`src/rtl/conv_stream_pkg.sv`:
```
// Shared types and constants for the 3x3 convolution tile streamer.
package conv_stream_pkg;

    localparam int unsigned DEFAULT_DATA_W = 8;
    localparam int unsigned FILTER_BEATS   = 9;
    localparam int unsigned TILE_BEATS     = 16;
    localparam int unsigned RESULT_BEATS   = 4;

    typedef enum logic [1:0] {
        StLoadF,
        StLoadI,
        StRun,
        StDrain
    } state_e;

endpackage

```
`src/rtl/conv_result_serializer.sv`:
```
// Captures the four 2x2 results and replays them as a valid/ready byte stream.
module conv_result_serializer
    import conv_stream_pkg::*;
#(
    parameter int unsigned DATA_W = DEFAULT_DATA_W
) (
    input  logic              clk,
    input  logic              rst,
    input  logic              load,
    input  logic [DATA_W-1:0] result11,
    input  logic [DATA_W-1:0] result12,
    input  logic [DATA_W-1:0] result21,
    input  logic [DATA_W-1:0] result22,
    input  logic              m_ready,
    output logic              m_valid,
    output logic [DATA_W-1:0] m_data,
    output logic              last
);

    localparam int unsigned IdxW = $clog2(RESULT_BEATS);

    logic [DATA_W-1:0] res_q [RESULT_BEATS];
    logic [IdxW-1:0]   out_idx_q;
    logic              valid_q;

    always_ff @(posedge clk) begin
        if (rst) begin
            for (int i = 0; i < int'(RESULT_BEATS); i++) begin
                res_q[i] <= '0;
            end
            out_idx_q <= '0;
            valid_q   <= 1'b0;
        end else if (load) begin
            res_q[0]  <= result11;
            res_q[1]  <= result12;
            res_q[2]  <= result21;
            res_q[3]  <= result22;
            out_idx_q <= '0;
            valid_q   <= 1'b1;
        end else if (valid_q && m_ready) begin
            if (out_idx_q == IdxW'(RESULT_BEATS - 1)) begin
                out_idx_q <= '0;
                valid_q   <= 1'b0;
            end else begin
                out_idx_q <= out_idx_q + IdxW'(1);
            end
        end
    end

    assign m_valid = valid_q;
    // Gate the data so idle cycles read as zero rather than a stale result.
    assign m_data  = valid_q ? res_q[out_idx_q] : '0;
    assign last    = valid_q && m_ready && (out_idx_q == IdxW'(RESULT_BEATS - 1));

endmodule

```
`src/rtl/conv3x3_tile_streamer.sv`:
```
// Streams a 3x3 filter and 4x4 tile into the systolic array, sequences its reset,
// and streams the 2x2 result back out.
module conv3x3_tile_streamer
    import conv_stream_pkg::*;
#(
    parameter int unsigned DATA_W  = DEFAULT_DATA_W,
    parameter int unsigned TIMEOUT = 64
) (
    input  logic              clk,
    input  logic              rst,
    input  logic              s_valid,
    input  logic [DATA_W-1:0] s_data,
    output logic              s_ready,
    output logic [DATA_W-1:0] mat_input11, mat_input12, mat_input13, mat_input14,
    output logic [DATA_W-1:0] mat_input21, mat_input22, mat_input23, mat_input24,
    output logic [DATA_W-1:0] mat_input31, mat_input32, mat_input33, mat_input34,
    output logic [DATA_W-1:0] mat_input41, mat_input42, mat_input43, mat_input44,
    output logic [DATA_W-1:0] filter11, filter12, filter13,
    output logic [DATA_W-1:0] filter21, filter22, filter23,
    output logic [DATA_W-1:0] filter31, filter32, filter33,
    output logic              arr_rst,
    input  logic              done_3_3,
    input  logic [DATA_W-1:0] result11,
    input  logic [DATA_W-1:0] result12,
    input  logic [DATA_W-1:0] result21,
    input  logic [DATA_W-1:0] result22,
    output logic              m_valid,
    output logic [DATA_W-1:0] m_data,
    input  logic              m_ready,
    output logic              busy,
    output logic              timeout_err
);

    localparam int unsigned CntW = $clog2(TIMEOUT + 1);

    state_e            state_q;
    logic [3:0]        beat_cnt_q;
    logic [CntW-1:0]   wait_cnt_q;
    logic              s_ready_q;
    logic              arr_rst_q;
    logic [DATA_W-1:0] filt_q [FILTER_BEATS];
    logic [DATA_W-1:0] tile_q [TILE_BEATS];

    logic s_hs;
    logic done_ok;
    logic timeout_hit;
    logic ser_last;

    assign s_hs        = s_valid && s_ready_q;
    // A done seen while wait_cnt is 0 may be left over from the previous run.
    assign done_ok     = (state_q == StRun) && done_3_3 && (wait_cnt_q != '0);
    assign timeout_hit = (state_q == StRun) && !done_ok && (wait_cnt_q == CntW'(TIMEOUT - 1));

    always_ff @(posedge clk) begin
        if (rst) begin
            state_q    <= StLoadF;
            beat_cnt_q <= '0;
            wait_cnt_q <= '0;
            s_ready_q  <= 1'b0;
            arr_rst_q  <= 1'b1;
            for (int i = 0; i < int'(FILTER_BEATS); i++) filt_q[i] <= '0;
            for (int i = 0; i < int'(TILE_BEATS); i++)   tile_q[i] <= '0;
        end else begin
            unique case (state_q)
                StLoadF: begin
                    s_ready_q <= 1'b1;
                    if (s_hs) begin
                        filt_q[beat_cnt_q] <= s_data;
                        if (beat_cnt_q == 4'(FILTER_BEATS - 1)) begin
                            beat_cnt_q <= '0;
                            state_q    <= StLoadI;
                        end else begin
                            beat_cnt_q <= beat_cnt_q + 4'd1;
                        end
                    end
                end
                StLoadI: begin
                    if (s_hs) begin
                        tile_q[beat_cnt_q] <= s_data;
                        if (beat_cnt_q == 4'(TILE_BEATS - 1)) begin
                            beat_cnt_q <= '0;
                            wait_cnt_q <= '0;
                            s_ready_q  <= 1'b0;
                            arr_rst_q  <= 1'b0;
                            state_q    <= StRun;
                        end else begin
                            beat_cnt_q <= beat_cnt_q + 4'd1;
                        end
                    end
                end
                StRun: begin
                    wait_cnt_q <= wait_cnt_q + CntW'(1);
                    if (done_ok) begin
                        wait_cnt_q <= '0;
                        arr_rst_q  <= 1'b1;
                        state_q    <= StDrain;
                    end else if (timeout_hit) begin
                        wait_cnt_q <= '0;
                        arr_rst_q  <= 1'b1;
                        s_ready_q  <= 1'b1;
                        state_q    <= StLoadF;
                    end
                end
                StDrain: begin
                    if (ser_last) begin
                        s_ready_q <= 1'b1;
                        state_q   <= StLoadF;
                    end
                end
                default: state_q <= StLoadF;
            endcase
        end
    end

    conv_result_serializer #(
        .DATA_W (DATA_W)
    ) u_serializer (
        .clk      (clk),
        .rst      (rst),
        .load     (done_ok),
        .result11 (result11),
        .result12 (result12),
        .result21 (result21),
        .result22 (result22),
        .m_ready  (m_ready),
        .m_valid  (m_valid),
        .m_data   (m_data),
        .last     (ser_last)
    );

    assign s_ready     = s_ready_q;
    assign arr_rst     = arr_rst_q;
    assign busy        = (state_q == StRun) || (state_q == StDrain);
    assign timeout_err = timeout_hit;

    assign filter11 = filt_q[0];
    assign filter12 = filt_q[1];
    assign filter13 = filt_q[2];
    assign filter21 = filt_q[3];
    assign filter22 = filt_q[4];
    assign filter23 = filt_q[5];
    assign filter31 = filt_q[6];
    assign filter32 = filt_q[7];
    assign filter33 = filt_q[8];

    assign mat_input11 = tile_q[0];
    assign mat_input12 = tile_q[1];
    assign mat_input13 = tile_q[2];
    assign mat_input14 = tile_q[3];
    assign mat_input21 = tile_q[4];
    assign mat_input22 = tile_q[5];
    assign mat_input23 = tile_q[6];
    assign mat_input24 = tile_q[7];
    assign mat_input31 = tile_q[8];
    assign mat_input32 = tile_q[9];
    assign mat_input33 = tile_q[10];
    assign mat_input34 = tile_q[11];
    assign mat_input41 = tile_q[12];
    assign mat_input42 = tile_q[13];
    assign mat_input43 = tile_q[14];
    assign mat_input44 = tile_q[15];

endmodule

```
`config.mk`:
```
export PLATFORM = sky130hd
export DESIGN_NAME = conv3x3_tile_streamer
export DESIGN_NICKNAME = d
export VERILOG_FILES = /design/src/rtl/conv_stream_pkg.sv /design/src/rtl/conv_result_serializer.sv /design/src/rtl/conv3x3_tile_streamer.sv
export SDC_FILE = /design/constraint.sdc
export NUM_CORES = 1
export LEC_CHECK = 0
export CAP_MARGIN = 0
export CORE_AREA = 2 2 200 123
export DETAILED_ROUTE_END_ITERATION = 7
export DIE_AREA = 0 0 202 125
export PLACE_DENSITY = 0.73
export SYNTH_ARGS = -nofsm -noshare
export SYNTH_HDL_FRONTEND = slang
export SYNTH_HIERARCHICAL = 1
export SYNTH_SLANG_ARGS = --single-unit
```
`constraint.sdc`:
```
create_clock -name clk -period 2.2 [get_ports clk]
set_input_delay 0.44 -clock clk [delete_from_list [all_inputs] [get_ports clk]]
set_output_delay 0.44 -clock clk [all_outputs]
set_load 0.01 [all_outputs]
```
==> flow_metrics.tcl <==
set metrics [dict create \
    ant_nets 0 \
    slew_headroom 0.607 \
    nNetsFinal 1077 \
    fin_cells 1366 \
    drtIter0Drc 569 \
    drt-wirelength-per-cell_um 20.4 \
    synth_edf_count 232 \
    dr.pass1.iters 5 \
    initial_core_util 0.440 \
    hold_depth 2 \
    sw_frac_of_total 0.216 \
    drc_errors 0 \
    cp.arrival_ns 1.76 \
    clk_pin_slew_worst_paths_ns 0.06 \
    dieArea_sq_mm 0.0253 \
    synth_top_family_by_area "simple AND/OR/NAND/NOR gates" \
    worst_pin_slew_ns 0.582 \
    crit_fanout 4 \
    clkPwrFrac 0.409 \
    setup_tns_ns 0 \
    track_usage 0.221 \
    postSynthCellCount 717 \
    synthAdderAreaFrac 0.00842 \
    p_per_area_mw_per_mm2 713 \
    synth_nets 769 \
    reg2regPathDepth 7 \
    max_freq_ghz 0.455 \
    cp.required_ns 1.76 \
    register_area_sq_mm 0.00738 \
    power.share.sequential 0.520 \
    period_share 0.999 \
    hold_buffers 0 \
    worst_r2r_endpoint "u_serializer/res_q[0][6]$_SDFFCE_PN0P_" \
    hpwl_mm 18.6 \
    diodes 0 \
    avgSynthCellArea_sq_um 14.5 \
    grt_pass1_vias 6867 \
    ys.flop_type "edfxtp_1" \
    synth_area_sq_mm 0.0104 \
    coreArea_sq_mm 0.0236 \
    setup.worst_path.start "wait_cnt_q[0]$_SDFFE_PP0P_" \
    gp_congestion 0.857 \
    hold_start "arr_rst$_SDFFE_PP1P_" \
    async_reset_ff_frac 0 \
    critPathKind "flip-flop to primary output" \
    die_x_um 202 \
    hold_ws_ns 0.514 \
    finalSetupViolations 0 \
    cts_made_buffers 25 \
    clock_skew_ns 0.0192 \
    synth_mux_area_frac 0.0164 \
    layout-drive-gt1-share 0.175 \
    dp_cells 1318 \
    synth_cell_types 61 \
    syn_to_final_growth_pct 40.7 \
    status "finished, final reports clean" \
    die_h_um 125 \
    r2r_start "wait_cnt_q[2]$_SDFFE_PP0P_" \
    vias_per_cell 5.09 \
    peakVddDrop_v 0.000510 \
    htree_levels 1 \
    io-pin-count 258 \
    pwr-share-comb 0.072 \
    slew_violations 0 \
    p_sw_mw 2.25 \
    port_buffers 257 \
    cts-root-buf "clkbuf_16" \
    cts_buffer_depth 3 \
    startpoint_type "flip-flop" \
    nFillCells 1762 \
    grt_overflow 0 \
    rsz0062_at_grt "true" \
    yosys_register_bits 252 \
    multi_input_area_sq_mm 0.00283 \
    leakage_nw 5.65 \
    ys_warn_count 6 \
    fp-row-count 44 \
    clock-sinks 252 \
    synth_compound_area_frac 0.0377 \
    grt_max_degree 35 \
    wl_mm 27.9 \
    yosys.area_share.simple 0.204 \
    tritoncts "yes" \
    period_needed_ns 2.20 \
    antenna_found_initial 0 \
    max-cap-violations 0 \
    endpoint_kind "primary output" \
    grt_pass1_wl_mm 42.1 \
    synthXorXnorAreaFrac 0 \
    clk_latency_ns 0.54 \
    intPower_mw 8.18 \
    holdCritPathClass "flip-flop to flip-flop" \
    holdPathEnd "arr_rst$_SDFFE_PP1P_" \
    vias 6955 \
    yosysSeqAreaShare 0.709 \
    hold_viol 0 \
    r2r_slack_ns 0.07 \
]
cell families after synthesis:
kind of cell               after synthesis
AOI/OAI and AO/OA                       54
adders and majority gates                7
buffers and inverters                   55
DFF                                    252
muxes                                   17
and+or+nand+nor                        332
synth_stat cells, types with 2 or more instances:
cell type,instances,area (sq um)
edfxtp_1,232,6970
and2_1,168,1050
and3_1,65,407
clkbuf_1,27,101
dfxtp_1,20,400
or2_2,18,113
mux2i_1,17,170
nor2_2,15,93.8
a21oi_1,11,55.1
buf_2,10,50.1
nand2_1,10,37.5
nand3_1,10,50.1
inv_1,9,33.8
a21o_1,8,60.1
nor2_1,8,30.0
o22ai_1,8,50.1
ha_1,7,87.6
nand2b_1,7,43.8
clkbuf_2,5,25.0
o21ai_0,5,25.0
nand3_2,4,40.0
nor3_1,3,15.0
or3_1,3,18.8
a211o_1,2,17.5
a21bo_2,2,20.0
buf_6,2,22.5
nand4_1,2,12.5
nand4b_1,2,17.5
nor2b_1,2,12.5
nor4_4,2,42.5
o211a_1,2,20.0
o21ba_2,2,20.0
worst max-delay path: stages, from the launching register on:
cell and delay (ns):
dfxtp_4 0.36, inv_1 0.08, ha_2 0.20, and4bb_1 0.25, a21oi_2 0.08, nor2_2 0.12
buf_2 0.14
metrics by stage:
step | cell area [sq um] | setup WS [ns] | utilization | total power [mW]
5_1_grt | 14600 | -0.0546 | 0.619 | 10.7
2_1_floorplan | 10400 | 0.190 | - | 5.75
6_report | 14600 | 0.00216 | 0.619 | 10.4
4_1_cts | 14600 | -0.0741 | 0.618 | 10.5
3_3_place_gp | 13700 | -0.222 | 0.582 | 6.26
3_5_place_dp | 13700 | -0.233 | 0.582 | 6.27
power groups by stage:
stage | sequential, mW | combinational, mW | clock, mW
floorplan | 5.59 | 0.164 | 0
global placement | 5.52 | 0.743 | 0
detailed placement | 5.52 | 0.748 | 0
CTS | 5.42 | 0.752 | 4.35
global route | 5.43 | 0.787 | 4.52
finish | 5.42 | 0.747 | 4.26
registers in the layout (all words and copies together) (netlist names), named ones only:
signal	count
arr_rst	1
beat_cnt_q	4
filt_q	72
s_ready	1
state_q	2
tile_q	128
u_serializer/m_valid	1
u_serializer/out_idx_q	2
u_serializer/res_q	32
wait_cnt_q	7
how the worst max path moves through the flow:
stage	slack, ns	endpoint	depth (start not counted)
6_report	0.002	timeout_err	6
5_1_grt	-0.05	timeout_err	5
4_1_cts	-0.07	timeout_err	5
3_5_place_dp	-0.23	u_serializer/res_q[1][1]$_SDFFCE_PN0P_	6
3_3_place_gp	-0.22	u_serializer/res_q[0][1]$_SDFFCE_PN0P_	6
2_1_floorplan	0.19	u_serializer/res_q[0][0]$_SDFFCE_PN0P_	5
cell usage in the layout (no fill, tap or decap), types with 14 or more instances in the layout:
| master | n |
|---|---|
| buf_4 | 62 |
| and3_1 | 65 |
| or2_2 | 18 |
| nor2_2 | 16 |
| dfxtp_1 | 15 |
| mux2i_1 | 14 |
| edfxtp_1 | 232 |
| and2_1 | 168 |
| clkdlybuf4s50_1 | 247 |
| clkbuf_16 | 25 |
final cells by class:
type | instances | area share
multi-input cells | 410 | 0.193
inverters | 9 | 0.00231
flip-flops and latches | 252 | 0.505
well taps | 322 | 0.0275
repair buffers | 327 | 0.217
clock buffers | 29 | 0.0438
clock inverters | 17 | 0.0111
metal layers:
| metal | up-vias | GRT usage | wire, um |
|---|---|---|---|
| li1 | 3206 | - | - |
| met1 | 3419 | 0.322 | 12700 |
| met2 | 283 | 0.330 | 12200 |
| met3 | 47 | 0.0587 | 2240 |
| met4 | 0 | 0.0519 | 634 |
| met5 | - | 0 | 0 |
repair_timing:
action	CTS	global route
setup endpoints to repair	26	76
gates cloned	1	0
buffers inserted	0	1
gates resized for setup	30	16
No activity file was read; power rests on OpenSTA's default activity.
